$ cat src/rtl/axil_bcast_wr_pkg.sv
// Shared AXI-lite constants: response codes, broadcaster state encoding, response merge helper.
package axil_bcast_wr_pkg;

  localparam int unsigned RESP_WIDTH = 2;

  typedef logic [RESP_WIDTH-1:0] resp_t;

  localparam resp_t RESP_OKAY   = 2'b00;
  localparam resp_t RESP_EXOKAY = 2'b01;
  localparam resp_t RESP_SLVERR = 2'b10;
  localparam resp_t RESP_DECERR = 2'b11;

  typedef enum logic [2:0] {
    ST_IDLE  = 3'b001,
    ST_ISSUE = 3'b010,
    ST_RESP  = 3'b100
  } state_t;

  // Severity order matches the numeric encoding, so the worse response is the larger code.
  function automatic resp_t resp_max(input resp_t a, input resp_t b);
    return (a > b) ? a : b;
  endfunction

endpackage

$ cat src/rtl/axil_bcast_wr_if.sv
// AXI4-lite write channels for N ports, flattened per field; port i occupies slice i of each field.
interface axil_bcast_wr_if #(
  parameter int unsigned N          = 1,
  parameter int unsigned ADDR_WIDTH = 32,
  parameter int unsigned DATA_WIDTH = 32,
  parameter int unsigned STRB_WIDTH = DATA_WIDTH / 8
) ();

  logic [N*ADDR_WIDTH-1:0] awaddr;
  logic [N*3-1:0]          awprot;
  logic [N-1:0]            awvalid;
  logic [N-1:0]            awready;
  logic [N*DATA_WIDTH-1:0] wdata;
  logic [N*STRB_WIDTH-1:0] wstrb;
  logic [N-1:0]            wvalid;
  logic [N-1:0]            wready;
  logic [N*2-1:0]          bresp;
  logic [N-1:0]            bvalid;
  logic [N-1:0]            bready;

  modport master (
    output awaddr, awprot, awvalid, wdata, wstrb, wvalid, bready,
    input  awready, wready, bresp, bvalid
  );

  modport slave (
    input  awaddr, awprot, awvalid, wdata, wstrb, wvalid, bready,
    output awready, wready, bresp, bvalid
  );

endinterface

$ cat src/rtl/axil_bcast_wr_lane.sv
// Per-master write tracker: drives AW/W valids and B ready for one lane and records its response.
module axil_bcast_wr_lane
  import axil_bcast_wr_pkg::*;
(
  input  logic  clk,
  input  logic  rst,
  input  logic  start,
  input  logic  sel,
  input  logic  awready,
  input  logic  wready,
  input  logic  bvalid,
  input  resp_t bresp,
  output logic  awvalid,
  output logic  wvalid,
  output logic  bready,
  output logic  done_c,
  output resp_t resp_c
);

  logic  aw_done;
  logic  w_done;
  logic  done;
  resp_t resp;

  logic aw_fin_c;
  logic w_fin_c;
  logic b_hs_c;

  assign aw_fin_c = aw_done | (awvalid & awready);
  assign w_fin_c  = w_done | (wvalid & wready);
  assign b_hs_c   = bready & bvalid;

  // Look-ahead views so the top can leave ISSUE on the same edge as the last B handshake.
  assign done_c = done | b_hs_c;
  assign resp_c = b_hs_c ? bresp : resp;

  always_ff @(posedge clk) begin
    if (rst) begin
      awvalid <= 1'b0;
      wvalid  <= 1'b0;
      bready  <= 1'b0;
      aw_done <= 1'b0;
      w_done  <= 1'b0;
      done    <= 1'b0;
      resp    <= RESP_OKAY;
    end else if (start) begin
      // An unselected lane is born complete so it never touches its master.
      awvalid <= sel;
      wvalid  <= sel;
      bready  <= 1'b0;
      aw_done <= ~sel;
      w_done  <= ~sel;
      done    <= ~sel;
      resp    <= RESP_OKAY;
    end else begin
      if (awvalid && awready) begin
        awvalid <= 1'b0;
        aw_done <= 1'b1;
      end
      if (wvalid && wready) begin
        wvalid <= 1'b0;
        w_done <= 1'b1;
      end
      if (b_hs_c) begin
        bready <= 1'b0;
        done   <= 1'b1;
        resp   <= bresp;
      end else if (aw_fin_c && w_fin_c && !done && !bready) begin
        bready <= 1'b1;
      end
    end
  end

endmodule

$ cat src/rtl/axil_bcast_wr.sv
// AXI4-lite write broadcaster: one slave write is replayed to every enabled master lane and the
// worst of the lane responses is returned once all of them have answered.
module axil_bcast_wr
  import axil_bcast_wr_pkg::*;
#(
  parameter int unsigned M_COUNT    = 4,
  parameter int unsigned ADDR_WIDTH = 32,
  parameter int unsigned DATA_WIDTH = 32,
  parameter int unsigned STRB_WIDTH = DATA_WIDTH / 8
) (
  input  logic               clk,
  input  logic               rst,
  input  logic [M_COUNT-1:0] m_enable,
  axil_bcast_wr_if.slave     s_axil,
  axil_bcast_wr_if.master    m_axil,
  output logic               busy
);

  state_t                  state;
  logic                    aw_cap;
  logic                    w_cap;
  logic [ADDR_WIDTH-1:0]   addr_q;
  logic [2:0]              prot_q;
  logic [DATA_WIDTH-1:0]   data_q;
  logic [STRB_WIDTH-1:0]   strb_q;

  logic                    aw_hs_c;
  logic                    w_hs_c;
  logic                    aw_fin_c;
  logic                    w_fin_c;
  logic                    start_c;
  logic [ADDR_WIDTH-1:0]   cap_addr_c;
  logic [2:0]              cap_prot_c;
  logic [DATA_WIDTH-1:0]   cap_data_c;
  logic [STRB_WIDTH-1:0]   cap_strb_c;

  logic [M_COUNT-1:0]      lane_awvalid;
  logic [M_COUNT-1:0]      lane_wvalid;
  logic [M_COUNT-1:0]      lane_bready;
  logic [M_COUNT-1:0]      lane_done_c;
  resp_t                   lane_resp_c [M_COUNT];
  logic                    all_done_c;
  resp_t                   merged_c;

  assign aw_hs_c  = s_axil.awready[0] & s_axil.awvalid[0];
  assign w_hs_c   = s_axil.wready[0] & s_axil.wvalid[0];
  assign aw_fin_c = aw_cap | aw_hs_c;
  assign w_fin_c  = w_cap | w_hs_c;
  assign start_c  = (state == ST_IDLE) && aw_fin_c && w_fin_c;

  // A channel handshaking in the capture cycle bypasses its holding register.
  assign cap_addr_c = aw_hs_c ? s_axil.awaddr : addr_q;
  assign cap_prot_c = aw_hs_c ? s_axil.awprot : prot_q;
  assign cap_data_c = w_hs_c ? s_axil.wdata : data_q;
  assign cap_strb_c = w_hs_c ? s_axil.wstrb : strb_q;

  for (genvar i = 0; i < M_COUNT; i++) begin : g_lane
    axil_bcast_wr_lane u_lane (
      .clk     (clk),
      .rst     (rst),
      .start   (start_c),
      .sel     (m_enable[i]),
      .awready (m_axil.awready[i]),
      .wready  (m_axil.wready[i]),
      .bvalid  (m_axil.bvalid[i]),
      .bresp   (m_axil.bresp[2*i +: 2]),
      .awvalid (lane_awvalid[i]),
      .wvalid  (lane_wvalid[i]),
      .bready  (lane_bready[i]),
      .done_c  (lane_done_c[i]),
      .resp_c  (lane_resp_c[i])
    );
  end

  assign m_axil.awvalid = lane_awvalid;
  assign m_axil.wvalid  = lane_wvalid;
  assign m_axil.bready  = lane_bready;
  assign all_done_c     = &lane_done_c;

  always_comb begin
    merged_c = RESP_OKAY;
    for (int unsigned i = 0; i < M_COUNT; i++) begin
      merged_c = resp_max(merged_c, lane_resp_c[i]);
    end
  end

  // Transaction sequencer and all slave-side / broadcast payload registers.
  always_ff @(posedge clk) begin
    if (rst) begin
      state          <= ST_IDLE;
      aw_cap         <= 1'b0;
      w_cap          <= 1'b0;
      addr_q         <= '0;
      prot_q         <= '0;
      data_q         <= '0;
      strb_q         <= '0;
      s_axil.awready <= 1'b0;
      s_axil.wready  <= 1'b0;
      s_axil.bvalid  <= 1'b0;
      s_axil.bresp   <= RESP_OKAY;
      m_axil.awaddr  <= '0;
      m_axil.awprot  <= '0;
      m_axil.wdata   <= '0;
      m_axil.wstrb   <= '0;
      busy           <= 1'b0;
    end else begin
      case (state)
        ST_IDLE: begin
          if (aw_hs_c) begin
            addr_q <= s_axil.awaddr;
            prot_q <= s_axil.awprot;
          end
          if (w_hs_c) begin
            data_q <= s_axil.wdata;
            strb_q <= s_axil.wstrb;
          end
          if (start_c) begin
            aw_cap         <= 1'b0;
            w_cap          <= 1'b0;
            s_axil.awready <= 1'b0;
            s_axil.wready  <= 1'b0;
            busy           <= 1'b1;
            if (m_enable == '0) begin
              state         <= ST_RESP;
              s_axil.bvalid <= 1'b1;
              s_axil.bresp  <= RESP_DECERR;
            end else begin
              state         <= ST_ISSUE;
              m_axil.awaddr <= {M_COUNT{cap_addr_c}};
              m_axil.awprot <= {M_COUNT{cap_prot_c}};
              m_axil.wdata  <= {M_COUNT{cap_data_c}};
              m_axil.wstrb  <= {M_COUNT{cap_strb_c}};
            end
          end else begin
            aw_cap         <= aw_fin_c;
            w_cap          <= w_fin_c;
            s_axil.awready <= ~aw_fin_c;
            s_axil.wready  <= ~w_fin_c;
          end
        end
        ST_ISSUE: begin
          if (all_done_c) begin
            state         <= ST_RESP;
            s_axil.bvalid <= 1'b1;
            s_axil.bresp  <= merged_c;
          end
        end
        ST_RESP: begin
          if (s_axil.bready[0]) begin
            state          <= ST_IDLE;
            s_axil.bvalid  <= 1'b0;
            s_axil.awready <= 1'b1;
            s_axil.wready  <= 1'b1;
            busy           <= 1'b0;
          end
        end
        default: begin
          state <= ST_IDLE;
        end
      endcase
    end
  end

endmodule

$ cat src/flat_wrapper.sv
// flat-port wrapper written by rule: the top's interface ports become plain ports
module axil_bcast_wr_flat import axil_bcast_wr_pkg::*;
#(
  parameter int unsigned M_COUNT    = 4,
  parameter int unsigned ADDR_WIDTH = 32,
  parameter int unsigned DATA_WIDTH = 32,
  parameter int unsigned STRB_WIDTH = DATA_WIDTH / 8
)
  (clk, rst, m_enable, busy, s_axil_awaddr, s_axil_awprot, s_axil_awvalid, s_axil_wdata, s_axil_wstrb, s_axil_wvalid, s_axil_bready, s_axil_awready, s_axil_wready, s_axil_bresp, s_axil_bvalid, m_axil_awaddr, m_axil_awprot, m_axil_awvalid, m_axil_wdata, m_axil_wstrb, m_axil_wvalid, m_axil_bready, m_axil_awready, m_axil_wready, m_axil_bresp, m_axil_bvalid);
  axil_bcast_wr_if #(.N(1), .ADDR_WIDTH(ADDR_WIDTH), .DATA_WIDTH(DATA_WIDTH), .STRB_WIDTH(STRB_WIDTH)) s_axil_i ();
  axil_bcast_wr_if #(.N((4)), .ADDR_WIDTH(ADDR_WIDTH), .DATA_WIDTH(DATA_WIDTH), .STRB_WIDTH(STRB_WIDTH)) m_axil_i ();
  input  logic clk;
  input  logic rst;
  input  logic [M_COUNT-1:0] m_enable;
  output logic busy;
  input wire logic [$bits(s_axil_i.awaddr)-1:0] s_axil_awaddr;
  input wire logic [$bits(s_axil_i.awprot)-1:0] s_axil_awprot;
  input wire logic [$bits(s_axil_i.awvalid)-1:0] s_axil_awvalid;
  input wire logic [$bits(s_axil_i.wdata)-1:0] s_axil_wdata;
  input wire logic [$bits(s_axil_i.wstrb)-1:0] s_axil_wstrb;
  input wire logic [$bits(s_axil_i.wvalid)-1:0] s_axil_wvalid;
  input wire logic [$bits(s_axil_i.bready)-1:0] s_axil_bready;
  output wire logic [$bits(s_axil_i.awready)-1:0] s_axil_awready;
  output wire logic [$bits(s_axil_i.wready)-1:0] s_axil_wready;
  output wire logic [$bits(s_axil_i.bresp)-1:0] s_axil_bresp;
  output wire logic [$bits(s_axil_i.bvalid)-1:0] s_axil_bvalid;
  output wire logic [$bits(m_axil_i.awaddr)-1:0] m_axil_awaddr;
  output wire logic [$bits(m_axil_i.awprot)-1:0] m_axil_awprot;
  output wire logic [$bits(m_axil_i.awvalid)-1:0] m_axil_awvalid;
  output wire logic [$bits(m_axil_i.wdata)-1:0] m_axil_wdata;
  output wire logic [$bits(m_axil_i.wstrb)-1:0] m_axil_wstrb;
  output wire logic [$bits(m_axil_i.wvalid)-1:0] m_axil_wvalid;
  output wire logic [$bits(m_axil_i.bready)-1:0] m_axil_bready;
  input wire logic [$bits(m_axil_i.awready)-1:0] m_axil_awready;
  input wire logic [$bits(m_axil_i.wready)-1:0] m_axil_wready;
  input wire logic [$bits(m_axil_i.bresp)-1:0] m_axil_bresp;
  input wire logic [$bits(m_axil_i.bvalid)-1:0] m_axil_bvalid;
  assign s_axil_i.awaddr = s_axil_awaddr;
  assign s_axil_i.awprot = s_axil_awprot;
  assign s_axil_i.awvalid = s_axil_awvalid;
  assign s_axil_i.wdata = s_axil_wdata;
  assign s_axil_i.wstrb = s_axil_wstrb;
  assign s_axil_i.wvalid = s_axil_wvalid;
  assign s_axil_i.bready = s_axil_bready;
  assign s_axil_awready = s_axil_i.awready;
  assign s_axil_wready = s_axil_i.wready;
  assign s_axil_bresp = s_axil_i.bresp;
  assign s_axil_bvalid = s_axil_i.bvalid;
  assign m_axil_awaddr = m_axil_i.awaddr;
  assign m_axil_awprot = m_axil_i.awprot;
  assign m_axil_awvalid = m_axil_i.awvalid;
  assign m_axil_wdata = m_axil_i.wdata;
  assign m_axil_wstrb = m_axil_i.wstrb;
  assign m_axil_wvalid = m_axil_i.wvalid;
  assign m_axil_bready = m_axil_i.bready;
  assign m_axil_i.awready = m_axil_awready;
  assign m_axil_i.wready = m_axil_wready;
  assign m_axil_i.bresp = m_axil_bresp;
  assign m_axil_i.bvalid = m_axil_bvalid;
  axil_bcast_wr #(.M_COUNT(M_COUNT), .ADDR_WIDTH(ADDR_WIDTH), .DATA_WIDTH(DATA_WIDTH), .STRB_WIDTH(STRB_WIDTH)) u_core (.clk(clk), .rst(rst), .m_enable(m_enable), .s_axil(s_axil_i), .m_axil(m_axil_i), .busy(busy));
endmodule
$ cat config.mk
export PLATFORM = sky130hd
export DESIGN_NAME = axil_bcast_wr_flat
export DESIGN_NICKNAME = d
export VERILOG_FILES = /design/src/rtl/axil_bcast_wr_pkg.sv /design/src/rtl/axil_bcast_wr_if.sv /design/src/rtl/axil_bcast_wr_lane.sv /design/src/rtl/axil_bcast_wr.sv /design/src/flat_wrapper.sv
export SDC_FILE = /design/constraint.sdc
export NUM_CORES = 1
export LEC_CHECK = 0
export ABC_CLOCK_PERIOD_IN_PS = 4700
export BUFFER_PORTS_ARGS = -buffer_cell sky130_fd_sc_hd__buf_4
export CAP_MARGIN = 20
export CORE_MARGIN = 2
export CORE_UTILIZATION = 40
export DETAILED_ROUTE_END_ITERATION = 8
export PLACE_DENSITY_LB_ADDON = 0.25
export SLEW_MARGIN = 15
export SYNTH_ARGS = -nofsm -noshare
export SYNTH_HDL_FRONTEND = slang
export SYNTH_SLANG_ARGS = --single-unit
$ cat constraint.sdc
create_clock -name clk -period 4.7 [get_ports clk]
set_input_delay 0.94 -clock clk [delete_from_list [all_inputs] [get_ports clk]]
set_output_delay 0.94 -clock clk [all_outputs]
set_load 0.02 [all_outputs]
Word-level counts from Yosys, hierarchy flattened --
Index checks and enable logic that the tools add are counted.
Word-level totals: flip-flop bits (word level) 398, input bits 100, word-level logic and storage cells 223
Cells by class: $lt $le $gt $ge 4, equality and inequality tests 7, mux-type cells 75, bitwise gates (word level) 35, reduce and logical (&&, ||, !) cells 58
Operators by type and width (count):
- two-way mux 32 bit | 2
- two-way mux 1 bit | 50
- nonzero test 2 bit | 14
- logical AND 1 bit | 22
- two-way mux 2 bit | 11
- two-way mux 3 bit | 5
- AND 1 bit | 14
- bitwise OR 1 bit | 14
- OR reduction 3 bit | 4
- case mux 3 bit (3 select lines) | 1
- AND reduction 3 bit | 3
- logical NOT 1 bit | 8
- AND reduction 4 bit | 2
- NOT 1 bit | 7
- > comparator 2 bit | 3
- inequality test 2 bit (second input constant) | 3
- case mux 1 bit (2 select lines) | 3
- AND reduction 5 bit | 1
- logical NOT 4 bit | 1
- two-way mux 4 bit | 1
- case mux 2 bit (2 select lines) | 1
- equality test 3 x 1 -> 1 bit (second input constant) | 1
- equality test 3 x 2 -> 1 bit (second input constant) | 1
- equality test 3 bit (second input constant) | 1
- 6 further kinds | 6

Longest topological paths before layout --
Gate-level depths: netlist of run 1.
depth in word-level cells 12, depth in mapped cells 19

Modules after synthesis --
Synthesis of run 1 repeated with hierarchy kept, for this count alone.
Second synthesis, totals: cells, all modules 1139, area total of the unflattened synthesis 9351.5 sq um
By module, submodules not included:
- axil_bcast_wr | times used 1, cells an instance 1007, area each 8035.2 sq um, seq. area each 3062.9 sq um
- axil_bcast_wr_lane | times used 4, cells an instance 33, area each 329.1 sq um, seq. area each 160.2 sq um

Worst setup path after synthesis of run 1 --
OpenSTA, ideal clock, no wires.
path kind input -> register, from in m_axil_bvalid[1], to reg u_core.s_axil.bresp[0], library setup time 0.086 ns, data arrival time 3.755 ns, setup slack 0.859 ns, stages on the path 17, cell sequence and3_1 -> nor2_1 -> inv_1 -> ha_1 -> inv_1 -> o311ai_0 -> nor2_1 -> ha_1 -> nand2b_1 -> o21ai_0 -> o31ai_1 -> ha_1 -> nand2b_1 -> a221oi_1 -> a41oi_1 -> o31ai_1 -> a211oi_1
On the way: word-level cells in the longest chain between the ends 10, elaborated cells between the ends (all ways) 14
RTL lines:
- from (decl) | line flat_wrapper.sv:37 | input wire logic [$bits(m_axil_i.bvalid)-1:0] m_axil_bvalid;
- AND 1 bit * | line axil_bcast_wr_lane.sv:31 | assign b_hs_c = bready & bvalid;
- two-way mux 2 bit *
- net u_core.g_lane[1].u_lane.resp_c[0] | line axil_bcast_wr_lane.sv:17 | output resp_t resp_c
- > comparator 2 bit | line axil_bcast_wr_pkg.sv:21 | return (a > b) ? a : b;
- two-way mux 2 bit * | line axil_bcast_wr_pkg.sv:21
- > comparator 2 bit | line axil_bcast_wr_pkg.sv:21
- two-way mux 2 bit * | line axil_bcast_wr_pkg.sv:21
- > comparator 2 bit | line axil_bcast_wr_pkg.sv:21
- two-way mux 2 bit * | line axil_bcast_wr_pkg.sv:21
- two-way mux 2 bit * | line axil_bcast_wr.sv:142 | if (all_done_c) begin
- case mux 2 bit (2 select lines) * | line axil_bcast_wr.sv:107 | case (state)
- to (signal assigned) | line axil_bcast_wr.sv:145 | s_axil.bresp <= merged_c;
- to (decl) | line axil_bcast_wr_if.sv:28 | output awready, wready, bresp, bvalid
The timed path passes the listed nets; every way through them passes the cells marked *. The select of a mux whose other input is x is not followed. A chain may end at the register's enable or synchronous reset.

Final worst setup path of run 1 --
Same ends and word-level chain as after synthesis.

==> flow_metrics.py, run 1 <==
metrics = {
    "outcome": {
        "result_of_the_run": "finished, final reports clean",
    },
    "die": {
        "floorplan.rows": 55,
        "die_ar_sq_mm": 0.0242,
        "horizontal_extent_of_the_die_microns": 155,
        "die_h_microns": 155,
        "top_level_ports": 402,
        "initial_core_util_pct": 40.7,
        "floorplan.core_area_sq_mm": 0.0226,
    },
    "timing": {
        "timing.max_slew.rel_slack_pct": 33.0,
        "worst_slew_pin_slew_ns": 1.00,
        "period_needed_ns": 4.11,
        "final.setup.tns_ns": 0,
        "rsz_0062_raised_after_global_routing": "false",
        "slew_viol_final": 0,
        "post-route-period-util_pct": 87.5,
        "number_of_failing_setup_endpoints_in_the_final_timing_report": 0,
        "final-hold-violation-count": 0,
        "fmax_mhz": 243,
        "finClkSkew_ns": 0.0130,
    },
    "worst_setup_path": {
        "path_max_fanout": 5,
        "critPathSlowestCell": "o311ai_0",
        "endpoint_kind": "flip-flop",
        "crit_required_ns": 5.04,
        "worstPathArrival_ns": 4.45,
        "cp_top_delay_family": "compound AO/OA/AOI/OAI gates",
        "crit_path_frequent_cell": "ha_1",
        "critical_path_cell_sequence": "buf_4 > and3_1 > nor2_1 > inv_1 > ha_1 > inv_1 > o311ai_0 > nor2_1 > ha_1 > nand2b_1 > o21ai_0 > o31ai_1 > ha_1 > nand2b_1 > a221oi_1 > a41oi_1 > o31ai_1 > a211oi_1",
        "max_stage_delay_ns": 0.62,
        "worst-path-buf-inv": 3,
        "startpoint_type": "primary input",
        "class_of_the_most_critical_setup_path": "primary input to flip-flop",
    },
    "clock_network": {
        "htree_num_levels": 4,
        "path_clk_slew_ns": 0.07,
        "cts_max_path_buffers": 2,
        "cts_tree": "yes",
        "clock_latency_ns": 0.43,
        "post_cts.repair.setup_buffers": 0,
        "cts_made_buffers": 17,
        "post_cts_resized": 0,
        "cts-root-buf": "clkbuf_16",
        "hold_buffers": 0,
        "numClockSinks": 185,
    },
    "final_layout": {
        "most_common_cell_after_layout_fill_and_taps_aside": "buf_4",
        "post_route_cells_drive_above_1_share_pct": 34.7,
        "syn_to_final_growth_pct": 23.3,
        "final_nets": 1397,
        "layoutNonFillerInstCount": 1589,
        "filler_cell_count": 2173,
        "final_cell_mix": "buf_4, nand2_1, dfxtp_1",
    },
    "route": {
        "drt_iter0_markers": 398,
        "detailedRoute.firstPassIterationCount": 5,
        "route.detailed.vias_per_inst": 5.02,
        "postRouteAntennaNets": 0,
        "route.detailed.drc": 0,
        "num_vias": 7984,
        "routed_wirelength_microns": 25800,
        "detail_route.wl_per_cell_microns": 16.2,
    },
    "synthesis": {
        "post-synth-top-area-fraction_pct": 40.3,
        "ys_ff_latch": 185,
        "ys_seq_area_share_pct": 40.3,
        "postSynthAreaPerCell_sq_um": 7.93,
        "asyncSetResetFlopFracSynth_pct": 0,
        "synth_area_sq_mm": 0.00918,
        "syn_inst": 1157,
        "synth_largest_area_cell": "dfxtp_1",
        "synth-edff-count": 0,
        "ys_types": 41,
        "synth_flop_cell": "dfxtp_1",
        "ys_warn_count": 0,
        "postSynthNetCount": 1266,
        "synthTopCellsByArea": "dfxtp_1, buf_4, nand2_1",
    },
    "power_and_ir_drop": {
        "ir_worst_vdd_uv": 237,
        "p_leak_nw": 4.87,
        "power.share.clock_pct": 34.6,
        "seq_power_share_pct": 40.8,
        "switching_share_pct": 33.2,
        "cellInternalPower_mw": 2.93,
        "cellPowerDensity_mw_per_mm2": 387,
        "comb_power_share_pct": 24.6,
        "psw_mw": 1.45,
    },
    "job": {
        "drv_cap": 0,
    },
    "placement": {
        "hpwl_reported_at_the_end_of_detailed_placement_microns": 17300,
        "port_buffers": 401,
        "routabilityCongestion": 0.820,
        "placed_cells_incl_taps": 1554,
    },
    "grt": {
        "grt_pass1_wl_microns": 38200,
        "grt_overflow": 0,
        "vias_in_the_first_global_route": 6985,
        "pin_count_of_the_biggest_net_entering_global_routing": 100,
        "number_of_antenna_violations_at_the_first_check_in_global_routing": 3,
        "global_route.usage.total_pct": 19.9,
    },
    "worst_hold_path": {
        "timing.hold.worst.class": "flip-flop to flip-flop",
    },
}
[per-layer routing]
metal | global-route usage [%] | wire length (microns) | vias to the layer above
met3 | 4.57 | 1460 | 22
met1 | 24.5 | 10700 | 3739
met4 | 6.33 | 458 | 0
met2 | 34.4 | 13200 | 259
li1 | - | - | 3964
met5 | 0 | 0 | -
[final timing paths]
path / from / end / cells after the start / slack, ns
worst max-delay path: m_axil_bvalid[1] / u_core.s_axil.bresp[0] / 18 / 0.59
worst min-delay path: u_core.data_q[0] / u_core.data_q[0] / 2 / 0.45
worst max register to register: u_core.g_lane[1].u_lane.bready / u_core.s_axil.bresp[0] / 17 / 0.81
worst min register to register: u_core.data_q[0] / u_core.data_q[0] / 2 / 0.45
[worst register-to-register path, delay by kind of cell (launching register included)]
family          cells  cell delay [ns]
compound gates      8             1.84
fa+ha+maj           3             0.87
simple gates        4             0.51
flops               1             0.45
buf+inv             2             0.14
[logic make-up after synthesis]
family | count (synthesis) | share of synthesized area (%)
flops | 185 | 40.3
simple gates | 434 | 20.2
mux | 5 | 0.545
compound gates | 216 | 15.5
fa+ha+maj | 9 | 1.23
buf+inv | 308 | 22.2
[power by group through the flow]
stage	logic [mW]	registers [mW]	clock network, mW
2_1_floorplan	0.741	1.86	0
3_3_place_gp	1.08	1.82	0
3_5_place_dp	1.09	1.83	0
4_1_cts	1.09	1.79	1.56
5_1_grt	1.16	1.81	1.62
6_report	1.08	1.79	1.51
[synth_stat cells (all sizes together) (6+ instances only)]
cell type	number
buf	248
nand2	229
dfxtp	185
a21oi	116
nor2	97
nand3	74
a311oi	71
clkbuf	49
inv	11
nand3b	11
ha	9
nand2b	7
a21o	6
[registers in the layout, summed over array words and instances, names as in the netlist, 2 cells and up]
register and count:
u_core.addr_q 32, u_core.data_q 32, u_core.g_lane.u_lane.aw_done 4, u_core.g_lane.u_lane.awvalid 4, u_core.g_lane.u_lane.bready 4, u_core.g_lane.u_lane.done 4, u_core.g_lane.u_lane.resp 8, u_core.g_lane.u_lane.w_done 4
u_core.g_lane.u_lane.wvalid 4, u_core.m_axil.awaddr 32, u_core.m_axil.awprot 3, u_core.m_axil.wdata 32, u_core.m_axil.wstrb 4, u_core.prot_q 3, u_core.s_axil.bresp 2, u_core.state 3
u_core.strb_q 4
[cell type report]
cell class	instances	area [sq um]	area share, %
multi-input cells	664	3470	30.6
clock buffers	17	425	3.76
diodes	3	7.51	0.0663
flip-flops and latches	185	3700	32.7
clock inverters	15	205	1.81
repair buffers	409	3110	27.5
well taps	285	357	3.15
inverters	11	41.3	0.365
[per-stage QoR]
stage	instance area, sq um	util, %	total power, mW	hold slack, ns	setup slack [ns]
2_1_floorplan	9180	-	2.60	0.437	0.859
3_3_place_gp	10700	47.3	2.90	0.441	0.469
3_5_place_dp	10700	47.3	2.91	0.447	0.194
4_1_cts	11300	50.1	4.43	0.457	0.657
5_1_grt	11300	50.1	4.58	0.471	0.293
6_report	11300	50.1	4.38	0.454	0.590
Power figures use the tool's default switching activity.
==> run 2: changes to the inputs <==
--- a/config.mk
+++ b/config.mk
@@ -9,7 +9,7 @@
 export BUFFER_PORTS_ARGS = -buffer_cell sky130_fd_sc_hd__buf_4
 export CAP_MARGIN = 20
 export CORE_MARGIN = 2
-export CORE_UTILIZATION = 40
+export CORE_UTILIZATION = 23
 export DETAILED_ROUTE_END_ITERATION = 8
 export PLACE_DENSITY_LB_ADDON = 0.25
 export SLEW_MARGIN = 15
==> run 2 against run 1 <==
Against the previous run: cell count increased by 15%; clock skew decreased by 0.0038 ns; die area increased by 72%; via count increased by 0.26%; clock-buffer cell count increased by 1; final area increased by 2.5%; maximum frequency increased by 3.0%; total power increased by 1.4%; sequential power about the same; critical path type unchanged.
==> flow_metrics.py, run 2 (synthesis results as in run 1) <==
metrics = {
    "grt": {
        "number_of_antenna_violations_at_the_first_check_in_global_routing": 0,
        "vias_in_the_first_global_route": 7327,
        "grt_overflow": 0,
        "global_route.usage.total_pct": 12.9,
        "pin_count_of_the_biggest_net_entering_global_routing": 81,
        "grt_pass1_wl_microns": 41700,
    },
    "worst_hold_path": {
        "timing.hold.worst.class": "flip-flop to flip-flop",
    },
    "final_layout": {
        "post_route_cells_drive_above_1_share_pct": 34.8,
        "most_common_cell_after_layout_fill_and_taps_aside": "buf_4",
        "final_nets": 1399,
        "diodes": 0,
        "design_area_sq_mm": 0.0116,
        "syn_to_final_growth_pct": 26.3,
        "layoutNonFillerInstCount": 1828,
        "final_cell_mix": "buf_4, nand2_1, dfxtp_1",
    },
    "route": {
        "route.detailed.drc": 0,
        "detailedRoute.firstPassIterationCount": 4,
        "route.detailed.vias_per_inst": 4.38,
        "postRouteAntennaNets": 0,
        "drt_iter0_markers": 346,
        "routed_wirelength_microns": 28000,
        "num_vias": 8005,
        "detail_route.wl_per_cell_microns": 15.3,
    },
    "clock_network": {
        "clock_latency_ns": 0.44,
        "post_cts_resized": 0,
        "cts_max_path_buffers": 2,
        "cts-root-buf": "clkbuf_16",
        "cts_tree": "yes",
        "htree_num_levels": 4,
        "hold_buffers": 0,
        "numClockSinks": 185,
        "cts_made_buffers": 17,
        "post_cts.repair.setup_buffers": 0,
        "path_clk_slew_ns": 0.07,
    },
    "worst_setup_path": {
        "crit_path_frequent_cell": "ha_1",
        "crit_required_ns": 5.06,
        "max_stage_delay_ns": 0.57,
        "startpoint_type": "primary input",
        "worstPathArrival_ns": 4.35,
        "critPathSlowestCell": "o311ai_0",
        "path_max_fanout": 5,
        "critical_path_cell_sequence": "buf_4 > and3_1 > nor2_1 > inv_1 > ha_1 > inv_1 > o311ai_0 > nor2_1 > ha_1 > nand2b_1 > o21ai_0 > o31ai_1 > ha_1 > nand2b_1 > a221oi_1 > a41oi_1 > o31ai_1 > a211oi_1",
        "class_of_the_most_critical_setup_path": "primary input to flip-flop",
        "endpoint_kind": "flip-flop",
    },
    "die": {
        "die_h_microns": 204,
        "die_ar_sq_mm": 0.0415,
        "top_level_ports": 402,
        "initial_core_util_pct": 23.2,
        "floorplan.core_area_sq_mm": 0.0395,
        "horizontal_extent_of_the_die_microns": 204,
        "floorplan.rows": 73,
    },
    "placement": {
        "placed_cells_incl_taps": 1796,
        "hpwl_reported_at_the_end_of_detailed_placement_microns": 18600,
        "place_area_sq_mm": 0.0110,
        "routabilityCongestion": 0.774,
        "port_buffers": 401,
    },
    "job": {
        "drv_cap": 0,
    },
    "timing": {
        "final.setup.tns_ns": 0,
        "period_needed_ns": 3.99,
        "rsz_0062_raised_after_global_routing": "false",
        "timing.max_slew.rel_slack_pct": 29.5,
        "finClkSkew_ns": 0.00919,
        "post-route-period-util_pct": 84.9,
        "hold_ws_ns": 0.455,
        "number_of_failing_setup_endpoints_in_the_final_timing_report": 0,
        "final-hold-violation-count": 0,
        "slew_viol_final": 0,
        "fmax_mhz": 251,
        "worst_slew_pin_slew_ns": 1.06,
    },
    "power_and_ir_drop": {
        "ir_worst_vdd_uv": 241,
        "p_leak_nw": 4.87,
        "cellPowerDensity_mw_per_mm2": 383,
    },
    "outcome": {
        "result_of_the_run": "finished, final reports clean",
    },
}
[run 2: cell types whose count changed in the layout (fill, tap and decap cells not counted), moves of 2 or more]
cell / previous run / this run
buf_4: 406 / 409
diode_2: 3 / 0
clkinv_2: 0 / 2
buf_12: 3 / 1
clkinv_8: 3 / 0
[run 2: power by group]
group / leakage [nW] / switching (mW) / total (mW) / internal (mW)
combinational: 3.06 / 0.642 / 1.07 / 0.427
clock: 0.304 / 0.697 / 1.57 / 0.868
sequential: 1.50 / 0.127 / 1.81 / 1.68
total: 4.87 / 1.46 / 4.44 / 2.98
[run 2: cell type report]
class | count | area [sq um]
Clock buffer | 18 | 439
Clock inverter | 14 | 186
Fill cell | 4222 | 28000
Inverter | 11 | 41.3
Multi-Input combinational cell | 664 | 3460
Sequential cell | 185 | 3710
Tap cell | 525 | 657
Timing Repair Buffer | 411 | 3100
[run 2: path summary, 6_finish.rpt]
path / end / slack (ns) / cells past startpoint / from
worst max-delay path: u_core.s_axil.bresp[0] / 0.71 / 18 / m_axil_bvalid[1]
worst min-delay path: u_core.data_q[20] / 0.46 / 2 / u_core.data_q[20]
worst max register to register: u_core.s_axil.bresp[0] / 0.92 / 17 / u_core.g_lane[1].u_lane.bready
worst min register to register: u_core.data_q[20] / 0.46 / 2 / u_core.data_q[20]
[run 2: worst max-delay path: cells and delay by family]
family,cells,cell delay (ns)
adder cells (fa/ha/maj),3,0.83
AND/OR/NAND/NOR,5,0.68
buffers and inverters,3,0.26
AO/OA/AOI/OAI,7,1.63
[run 2: per-stage QoR]
step	power [mW]	util [%]	setup WS [ns]
2_1_floorplan	2.60	-	0.859
3_3_place_gp	2.92	27.7	0.439
3_5_place_dp	2.93	27.7	0.280
4_1_cts	4.52	29.3	0.776
5_1_grt	4.66	29.3	0.313
6_report	4.44	29.3	0.710
[run 2: metal layers]
layer	part of all wire (%)	GRT usage (%)	up-vias
met3	7.4	3.88	8
li1	-	-	3950
met4	0.60	2.89	0
met1	43	15.6	3776
met5	0	0	-
met2	49	22.5	271
